--- src/rtl/time_set_ctrl.sv ---
`default_nettype none
// +----------------------------------------------------------------------------+
// | Module      : time_set_ctrl                                                |
// | Description : Time-setting controller for the digital clock. Runs the      |
// |               h/m/s chain, edits a shadow time field by field with         |
// |               auto-repeat and timeout, commits with a one-cycle load,      |
// |               and drives the display mux and per-field blink masks.        |
// | Revision    : 1.0 - initial release                                        |
// +----------------------------------------------------------------------------+
module time_set_ctrl #(
  parameter int REPEAT_DLY  = 5,
  parameter int REPEAT_RATE = 2,
  parameter int TIMEOUT     = 100,
  parameter int BLINK_TICKS = 3
) (
  input  logic       clk,
  input  logic       rst,
  input  logic       tick,
  input  logic       btn_mode,
  input  logic       btn_inc,
  input  logic       btn_dec,
  input  logic [6:0] cur_h,
  input  logic [6:0] cur_m,
  input  logic [6:0] cur_s,
  output logic       cnt_en,
  output logic       load,
  output logic [6:0] set_h,
  output logic [6:0] set_m,
  output logic [6:0] set_s,
  output logic [6:0] disp_h,
  output logic [6:0] disp_m,
  output logic [6:0] disp_s,
  output logic [2:0] blink_mask,
  output logic [1:0] mode_o
);

  localparam int RPT_MAX = (REPEAT_DLY > REPEAT_RATE) ? REPEAT_DLY : REPEAT_RATE;
  localparam int RW      = $clog2(RPT_MAX + 1);
  localparam int TW      = $clog2(TIMEOUT + 1);
  localparam int BW      = $clog2(BLINK_TICKS + 1);
  localparam logic [6:0] LIM_H  = 7'd24;
  localparam logic [6:0] LIM_MS = 7'd60;

  typedef enum logic [1:0] {
    ST_RUN   = 2'd0,
    ST_SET_H = 2'd1,
    ST_SET_M = 2'd2,
    ST_SET_S = 2'd3
  } state_t;

  state_t          state_q, state_d;
  logic [6:0]      set_h_q, set_h_d, set_m_q, set_m_d, set_s_q, set_s_d;
  logic [6:0]      disp_h_q, disp_h_d, disp_m_q, disp_m_d, disp_s_q, disp_s_d;
  logic            cnt_en_q, cnt_en_d, load_q, load_d;
  logic [2:0]      blink_mask_q, blink_mask_d;
  logic            mode_prev_q, inc_prev_q, dec_prev_q;
  logic [RW-1:0]   rep_cnt_q, rep_cnt_d;
  logic            rep_phase_q, rep_phase_d;
  logic            rep_arm_q, rep_arm_d;
  logic [TW-1:0]   to_cnt_q, to_cnt_d;
  logic [BW-1:0]   blink_cnt_q, blink_cnt_d;
  logic            blink_phase_q, blink_phase_d;
  logic            mode_p, inc_p, dec_p;
  logic            do_step, step_up;

  function automatic logic [6:0] wrap_inc(input logic [6:0] v, input logic [6:0] lim);
    return (v >= lim - 7'd1) ? 7'd0 : v + 7'd1;
  endfunction

  function automatic logic [6:0] wrap_dec(input logic [6:0] v, input logic [6:0] lim);
    return (v == 7'd0 || v >= lim) ? lim - 7'd1 : v - 7'd1;
  endfunction

  // Live values that are out of range must never reach the shadow registers
  function automatic logic [6:0] clamp(input logic [6:0] v, input logic [6:0] lim);
    return (v >= lim) ? 7'd0 : v;
  endfunction

  // Next-state logic: mode sequencing, editing, auto-repeat, timeout and blink
  always_comb begin
    mode_p        = btn_mode & ~mode_prev_q;
    inc_p         = btn_inc & ~inc_prev_q;
    dec_p         = btn_dec & ~dec_prev_q;
    state_d       = state_q;
    set_h_d       = set_h_q;
    set_m_d       = set_m_q;
    set_s_d       = set_s_q;
    load_d        = 1'b0;
    rep_cnt_d     = rep_cnt_q;
    rep_phase_d   = rep_phase_q;
    rep_arm_d     = rep_arm_q;
    to_cnt_d      = to_cnt_q;
    blink_cnt_d   = blink_cnt_q;
    blink_phase_d = blink_phase_q;
    do_step       = 1'b0;
    step_up       = 1'b0;

    if (state_q == ST_RUN) begin
      rep_cnt_d     = '0;
      rep_phase_d   = 1'b0;
      rep_arm_d     = 1'b0;
      to_cnt_d      = '0;
      blink_cnt_d   = '0;
      blink_phase_d = 1'b0;
      if (mode_p) begin
        state_d = ST_SET_H;
        set_h_d = clamp(cur_h, LIM_H);
        set_m_d = clamp(cur_m, LIM_MS);
        set_s_d = clamp(cur_s, LIM_MS);
      end
    end else if (mode_p) begin
      // Mode wins over any inc/dec activity in the same cycle
      rep_cnt_d     = '0;
      rep_phase_d   = 1'b0;
      rep_arm_d     = 1'b0;
      to_cnt_d      = '0;
      blink_cnt_d   = '0;
      blink_phase_d = 1'b0;
      case (state_q)
        ST_SET_H: state_d = ST_SET_M;
        ST_SET_M: state_d = ST_SET_S;
        default: begin
          state_d = ST_RUN;
          load_d  = 1'b1;
        end
      endcase
    end else begin
      // Conflicting buttons cancel each other and disarm repeat
      if (btn_inc && btn_dec) begin
        rep_cnt_d   = '0;
        rep_phase_d = 1'b0;
        rep_arm_d   = 1'b0;
      end else if (inc_p || dec_p) begin
        do_step     = 1'b1;
        step_up     = inc_p;
        rep_cnt_d   = '0;
        rep_phase_d = 1'b0;
        rep_arm_d   = 1'b1;
      end else if ((btn_inc || btn_dec) && rep_arm_q) begin
        if (tick) begin
          if ((!rep_phase_q && rep_cnt_q == RW'(REPEAT_DLY - 1)) ||
              ( rep_phase_q && rep_cnt_q == RW'(REPEAT_RATE - 1))) begin
            do_step     = 1'b1;
            step_up     = btn_inc;
            rep_cnt_d   = '0;
            rep_phase_d = 1'b1;
          end else begin
            rep_cnt_d = rep_cnt_q + RW'(1);
          end
        end
      end else begin
        rep_cnt_d   = '0;
        rep_phase_d = 1'b0;
        rep_arm_d   = 1'b0;
      end

      if (do_step) begin
        blink_cnt_d   = '0;
        blink_phase_d = 1'b0;
        case (state_q)
          ST_SET_H: set_h_d = step_up ? wrap_inc(set_h_q, LIM_H)  : wrap_dec(set_h_q, LIM_H);
          ST_SET_M: set_m_d = step_up ? wrap_inc(set_m_q, LIM_MS) : wrap_dec(set_m_q, LIM_MS);
          default:  set_s_d = step_up ? wrap_inc(set_s_q, LIM_MS) : wrap_dec(set_s_q, LIM_MS);
        endcase
      end else if (tick) begin
        if (blink_cnt_q == BW'(BLINK_TICKS - 1)) begin
          blink_cnt_d   = '0;
          blink_phase_d = ~blink_phase_q;
        end else begin
          blink_cnt_d = blink_cnt_q + BW'(1);
        end
      end

      // Any press, including a simultaneous inc+dec, restarts the idle count
      if (inc_p || dec_p || do_step) begin
        to_cnt_d = '0;
      end else if (tick) begin
        if (to_cnt_q == TW'(TIMEOUT - 1)) begin
          state_d       = ST_RUN;
          to_cnt_d      = '0;
          rep_cnt_d     = '0;
          rep_phase_d   = 1'b0;
          rep_arm_d     = 1'b0;
          blink_cnt_d   = '0;
          blink_phase_d = 1'b0;
        end else begin
          to_cnt_d = to_cnt_q + TW'(1);
        end
      end
    end

    cnt_en_d = (state_d == ST_RUN);
    case (state_d)
      ST_SET_H: blink_mask_d = {blink_phase_d, 2'b00};
      ST_SET_M: blink_mask_d = {1'b0, blink_phase_d, 1'b0};
      ST_SET_S: blink_mask_d = {2'b00, blink_phase_d};
      default:  blink_mask_d = 3'b000;
    endcase

    // Display follows the state that was current before this edge
    if (state_q == ST_RUN) begin
      disp_h_d = cur_h;
      disp_m_d = cur_m;
      disp_s_d = cur_s;
    end else begin
      disp_h_d = set_h_q;
      disp_m_d = set_m_q;
      disp_s_d = set_s_q;
    end
  end

  // State and output registers with synchronous reset
  always_ff @(posedge clk) begin
    if (rst) begin
      state_q       <= ST_RUN;
      set_h_q       <= '0;
      set_m_q       <= '0;
      set_s_q       <= '0;
      disp_h_q      <= '0;
      disp_m_q      <= '0;
      disp_s_q      <= '0;
      cnt_en_q      <= 1'b1;
      load_q        <= 1'b0;
      blink_mask_q  <= '0;
      mode_prev_q   <= 1'b0;
      inc_prev_q    <= 1'b0;
      dec_prev_q    <= 1'b0;
      rep_cnt_q     <= '0;
      rep_phase_q   <= 1'b0;
      rep_arm_q     <= 1'b0;
      to_cnt_q      <= '0;
      blink_cnt_q   <= '0;
      blink_phase_q <= 1'b0;
    end else begin
      state_q       <= state_d;
      set_h_q       <= set_h_d;
      set_m_q       <= set_m_d;
      set_s_q       <= set_s_d;
      disp_h_q      <= disp_h_d;
      disp_m_q      <= disp_m_d;
      disp_s_q      <= disp_s_d;
      cnt_en_q      <= cnt_en_d;
      load_q        <= load_d;
      blink_mask_q  <= blink_mask_d;
      mode_prev_q   <= btn_mode;
      inc_prev_q    <= btn_inc;
      dec_prev_q    <= btn_dec;
      rep_cnt_q     <= rep_cnt_d;
      rep_phase_q   <= rep_phase_d;
      rep_arm_q     <= rep_arm_d;
      to_cnt_q      <= to_cnt_d;
      blink_cnt_q   <= blink_cnt_d;
      blink_phase_q <= blink_phase_d;
    end
  end

  assign mode_o     = state_q;
  assign cnt_en     = cnt_en_q;
  assign load       = load_q;
  assign set_h      = set_h_q;
  assign set_m      = set_m_q;
  assign set_s      = set_s_q;
  assign disp_h     = disp_h_q;
  assign disp_m     = disp_m_q;
  assign disp_s     = disp_s_q;
  assign blink_mask = blink_mask_q;

endmodule
`default_nettype wire

--- config.mk ---
export PLATFORM = sky130hd
export DESIGN_NAME = time_set_ctrl
export DESIGN_NICKNAME = d
export VERILOG_FILES = /design/src/rtl/time_set_ctrl.sv
export SDC_FILE = /design/constraint.sdc
export NUM_CORES = 1
export LEC_CHECK = 0
export BUFFER_PORTS_ARGS = -buffer_cell sky130_fd_sc_hd__clkbuf_2
export CAP_MARGIN = 20
export CORE_ASPECT_RATIO = 0.5
export CORE_MARGIN = 2
export CORE_UTILIZATION = 53
export CTS_CLUSTER_SIZE = 24
export DETAILED_ROUTE_END_ITERATION = 7
export PLACE_DENSITY = 0.77
export SYNTH_ARGS = -nofsm -noshare
export SYNTH_HDL_FRONTEND = slang
export SYNTH_SLANG_ARGS = --single-unit
--- constraint.sdc ---
create_clock -name clk -period 2.5 [get_ports clk]
set_input_delay 0.375 -clock clk [delete_from_list [all_inputs] [get_ports clk]]
set_output_delay 0.375 -clock clk [all_outputs]
set_load 0.01 [all_outputs]
**Yosys cells after proc, flatten, opt, wreduce, memory -nomap -nowiden**

Cells that the tools add are included.
W data, S select, Z words.

- Memory bits (writable): 0
- Word-level logic and storage cells: 174
- Output and inout bits: 49
- Memories kept: 0
- Register bits after elaboration: 67
- Memory bits (read-only): 0
- Input bits: 27
- Bits in latches: 0

- $lt $le $gt $ge: 9
- Bitwise gates (word level): 8
- Multiply operators: 0
- Multiplexer cells: 90
- Add/sub/neg operators: 9
- Equal/unequal tests: 12
- Reductions and logical operators: 27
- Divide/modulo/power cells: 0
- Shifts and indexed selects: 0

Operators with widths:

| operator | number |
|---|---|
| $mux W7 | 31 |
| $ge A7 B6 Y1 const B | 6 |
| $mux W1 | 37 |
| $add A7 B1 Y7 const B | 4 |
| $mux W2 | 12 |
| $mux W3 | 8 |
| $ge A7 B5 Y1 const B | 3 |
| $logic_not A7 Y1 | 3 |
| $sub A7 B1 Y7 const B | 3 |
| $reduce_and A4 Y1 | 3 |
| $pmux W3 S3 | 1 |
| $eq A2 B2 Y1 const B | 4 |
| $eq A7 B7 Y1 const B | 1 |
| $logic_or A1 B1 Y1 | 7 |
| $reduce_bool A2 Y1 | 3 |
| $reduce_or A3 Y1 | 2 |
| $not A1 Y1 | 5 |
| $eq A2 B1 Y1 const B | 2 |
| $logic_and A1 B1 Y1 | 4 |
| $logic_not A2 Y1 | 2 |
| $ne A2 B1 Y1 const B | 2 |
| $pmux W2 S2 | 1 |
| $reduce_or A4 Y1 | 1 |
| $add A3 B1 Y3 const B | 1 |
| other kinds (7) | 9 |

**Longest topological paths before layout**

- Word-level depth: 17
- Gate-level depth with buffers: 10
- Depth with buffers taken out: 8

**Worst setup path before layout**

Ideal clock, no wire load.

- Kind: register to register
- From: reg rep_cnt_q[0]
- To: reg set_m_q[1], in the netlist set_m[1]
- Clock period less this slack: 2.080 ns
- Required time: 2.421 ns
- Stages on the path, launching flop included: 11
- Setup time: 0.079 ns
- Path slack: 0.420 ns
- Path buffers: 2
- Data arrival time: 2.000 ns
- Cell sequence: dfxtp_1 -> inv_1 -> ha_1 -> and3b_2 -> o21a_1 -> or2_1 -> buf_6 -> buf_8 -> a221oi_2 -> a31oi_1 -> a211oi_2

- Longest elaborated chain between the ends: 15
- Elaborated cells between the ends (all ways): 26
- Classes of those cells: 2 x eq/ne; 19 x mux; 5 x reduce/logical

Ends and longest elaborated chain:

| element | RTL line | RTL |
|---|---|---|
| from (decl) | 57 | `logic [RW-1:0] rep_cnt_q, rep_cnt_d;` |
| from (signal assigned) | 248 | `rep_cnt_q <= rep_cnt_d;` |
| $eq A3 B3 Y1 or $eq A3 B1 Y1 (tied branches) | 141, 142 |  |
| $logic_and A1 B1 Y1 (on tied branches) | 141, 142 |  |
| $logic_or A1 B1 Y1 (*) | 141 | `if ((!rep_phase_q && rep_cnt_q == RW'(REPEAT_DLY - 1)) \|\|` |
| $mux W1 | 141 |  |
| $mux W1 | 140 | `if (tick) begin` |
| $mux W1 | 139 | `end else if ((btn_inc \|\| btn_dec) && rep_arm_q) begin` |
| $mux W1 | 133 | `end else if (inc_p \|\| dec_p) begin` |
| $mux W1 | 129 | `if (btn_inc && btn_dec) begin` |
| $mux W1 | 111 | `end else if (mode_p) begin` |
| $mux W1 | 98 | `if (state_q == ST_RUN) begin` |
| $mux W7 | 162 | `ST_SET_M: set_m_d = step_up ? wrap_inc(set_m_q, LIM_MS) : wrap_dec(set_m_q, LIM_MS);` |
| $mux W7 | 160 | `case (state_q)` |
| $mux W7 | 157 | `if (do_step) begin` |
| $mux W7 | 111 |  |
| $mux W7 | 98 |  |
| to (signal assigned) | 237 | `set_m_q <= set_m_d;` |
| to (decl) | 52 | `logic [6:0] set_h_q, set_h_d, set_m_q, set_m_d, set_s_q, set_s_d;` |

Every way passes the cells marked *; elsewhere a longest branch is shown, timed or not. The select of a mux whose other input is x is not followed.
A chain may end at the register's enable or synchronous reset.

**Worst setup path after layout**

- From: reg rep_cnt_q[0]
- To: reg set_h_q[3], in the netlist set_h[3]

- Longest elaborated chain between the ends: 15
- Elaborated cells between the ends (all ways): 26
- Classes of those cells: 2 x eq/ne; 19 x mux; 5 x reduce/logical

Ends and longest elaborated chain:

| element | RTL line | RTL |
|---|---|---|
| $eq A3 B3 Y1 or $eq A3 B1 Y1 (tied branches) | 141, 142 |  |
| $logic_and A1 B1 Y1 (on tied branches) | 141, 142 |  |
| $logic_or A1 B1 Y1 (*) | 141 |  |
| $mux W1 | 141 |  |
| $mux W1 | 140 |  |
| $mux W1 | 139 |  |
| $mux W1 | 133 |  |
| $mux W1 | 129 |  |
| $mux W1 | 111 |  |
| $mux W1 | 98 |  |
| $mux W7 | 161 | `ST_SET_H: set_h_d = step_up ? wrap_inc(set_h_q, LIM_H) : wrap_dec(set_h_q, LIM_H);` |
| $mux W7 | 160 |  |
| $mux W7 | 157 |  |
| $mux W7 | 111 |  |
| $mux W7 | 98 |  |
| to (signal assigned) | 236 | `set_h_q <= set_h_d;` |
| to (decl) | 52 |  |

Marks and branches as above.

==> out/results.tsv <==
metric	value	unit
Vert. Die Dim	63.4	µm
Mean Syn Cell Area	8.44	µm²
synthesized area	3740	µm²
clk_lat worst skew	0.34	ns
clock buffer depth	2	
post-CTS setup buffers	0	
max-slew violations	0	
H-tree levels	3	
first-pass GRT wire length	14.9	mm
final setup TNS	0	ns
number of global-route vias before repair	3127	
setup slack, reg-to-reg	0.13	ns
worst hold stages	2	
WL/cell	14.8	µm
Hold Slack	0.284	ns
number of library cell types mapped by synthesis	66	
Slew headroom	54.4	%
number of routed nets with antenna violations	0	
largest net degree at the start of global routing	57	
Crit-path slowest cell	or2_1	
Leakage	1.95	nW
commonest non-fill, non-tap cell in the layout	clkbuf_2	
RSZ-0062 raised after global routing	false	
Cells after Synth	443	
Rows	21	
Final #Nets	545	
number of synthesized flops with an enable pin	0	
layout cells sized above 1	21.3	%
hold crit path type	primary input to register	
Finished Core Util	65.8	%
Initial Util	55.3	%
Setup Skew	0.00471	ns
Final min period	2.37	ns
core area	6750	µm²
most frequent cells in the layout	clkbuf_2, dfxtp_1, nor2_1	
combinational power share	17.8	%
Sw Pwr	0.817	mW
Seq pwr share	39.8	%
Clk pin slew, worst setup/hold paths	0.05	ns
Buffers on Ports	75	
gr ovfl total	0	
die width	123	µm
Ant. Diodes	0	
cts repair resizes	0	
DR iter-0 viols	325	
Avg Vias per Cell	5.74	
Clock Root Buffer	clkbuf_16	
worst r2r dst	set_h[3]	
reg2reg path depth	8	
final hold violations	0	
FF-to-FF Start	rep_cnt_q[0]	
FMAX	422	MHz
#FFs+latches synth	67	
Final Power	3.02	mW
TritonCTS clock tree	built	
max_cap viols	0	
critical path type	register to register	
Finish-stage setup viols	0	
Hold Crit Endpoint	mode_prev_q	
Power Dens Cells	680	nW/µm²
DRC viols	0	
Pre-antenna DRT Iters	4	
DIE AREA	7780	µm²
CTS Sinks	67	
hpwl dp	6.09	mm
startpoint types	register	
Total GRT Usage	24.4	%
drt total wl	8.87	mm
sequential share of the synthesized area	35.9	%
Hold Crit Start	btn_mode	
CTS Buf Count	9	
Clock Power Share	42.4	%
peak supply drop	0.350	mV
Synth warnings	0	
dominant synthesized flop cell	dfxtp_1	
Final Cycle Share	94.9	%
Internal	2.20	mW
area grow syn2layout	18.9	%
crit-path max FO	17	
kind of cell adding the most delay to the critical path	simple AND/OR/NAND/NOR gates	
Synth async-reset ratio	0	%
outcome	complete, no violations	
cts hold-fix bufs	0	
CP required	2.76	ns
measured slew at the worst slew-check pin	0.685	ns
CP Capture Type	register	
GP Congestion	0.810	
net count after synthesis	483	
switch share	27.0	%
CP peak stage delay	0.45	ns
Bufs and invs on worst path	1	
critical path arrival	2.64	ns
initial antenna violation count	0	
total number of vias	3442	
I/O pin count	76	
crit path cell chain	inv_1 > ha_1 > and3b_2 > o21a_1 > or2_1 > mux2i_1 > or4_1 > a31oi_1	
cells in the mapped netlist, drive strengths merged, types with 6 or more instances:
master	instances	area (µm²)
dfxtp	67	1340
nor2	60	228
nand3	25	125
nand2	23	86.3
mux2i	22	220
a21oi	19	95.1
clkbuf	18	68.8
inv	18	67.6
ha	13	163
o21ai	13	65.1
xnor2	13	114
a31oi	12	90.1
buf	11	70.1
nor3	11	55.1
nor2b	10	62.6
nand2b	9	56.3
xor2	8	70.1
nand4	7	43.8
and3	6	37.5
or3	6	37.5
power groups by stage:
| stage | clock [mW] | sequential, mW | combinational [mW] |
|---|---|---|---|
| after floorplan | 0 | 1.21 | 0.386 |
| after global placement | 0 | 1.22 | 0.522 |
| after detailed placement | 0 | 1.22 | 0.530 |
| after CTS | 1.30 | 1.20 | 0.536 |
| after global routing | 1.35 | 1.21 | 0.595 |
| final | 1.28 | 1.20 | 0.539 |
kinds of logic after synthesis:
kind of cell	count (synthesis)	synth area share (%)
AOI/OAI and AO/OA	95	19.0
xor gates and xnor gates	21	4.92
adders and majority gates	13	4.35
buffers and inverters	47	5.52
DFF	67	35.9
muxes	22	5.89
and+or+nand+nor	178	24.4
stage by stage:
step / cells / worst slack (ns) / area, µm²
2_1_floorplan: 443 / 0.420 / 3740
3_3_place_gp: 586 / 0.206 / 4140
3_5_place_dp: 586 / 0.145 / 4140
4_1_cts: 600 / 0.130 / 4440
5_1_grt: 600 / 0.0145 / 4440
6_report: 600 / 0.128 / 4440
area by class of cell:
cell class | count | area, µm²
Clock inverter | 2 | 35.0
Sequential cell | 67 | 1340
Multi-Input combinational cell | 329 | 2190
Timing Repair Buffer | 80 | 425
Inverter | 18 | 67.6
Clock buffer | 12 | 267
Tap cell | 92 | 115
Fill cell | 581 | 2310
sequential cells by signal, indices dropped and copies added, names as in the netlist, 2 cells and up:
name and cells:
to_cnt_q 7, rep_cnt_q 3, disp_m 7, blink_mask 3, set_m 7, disp_s 7
set_s 7, mode_o 2, disp_h 7, blink_cnt_q 2, set_h 7
metal layers:
metal  global-route usage [%]  vias to the layer above  part of all wire [%]  wire length, µm
met1                     32.2                     1608                    47             4180
li1                         -                     1725                     -                -
met5                        0                        -                     0                0
met4                     8.91                        0                   1.7              155
met2                     37.5                       93                    46             4070
met3                     7.25                       16                   5.3              470
worst register-to-register path: cells and delay by family (launching register included):
family | cells | cell delay, ns
multiplexers | 1 | 0.19
flip-flops | 1 | 0.35
AND/OR/NAND/NOR | 3 | 1.09
buffers and inverters | 1 | 0.08
adder cells (fa/ha/maj) | 1 | 0.23
AO/OA/AOI/OAI | 2 | 0.36
worst max-delay path by stage:
stage	slack [ns]	depth (start not counted)	from	end
2_1_floorplan	0.42	10	rep_cnt_q[0]	set_m[1]
3_5_place_dp	0.14	8	rep_cnt_q[0]	set_h[3]
4_1_cts	0.13	8	rep_cnt_q[0]	set_h[3]
3_3_place_gp	0.21	8	rep_cnt_q[0]	set_h[3]
5_1_grt	0.01	8	rep_cnt_q[0]	set_h[3]
6_report	0.13	8	rep_cnt_q[0]	set_h[3]
Note: power is estimated with default switching activity, not from simulation.
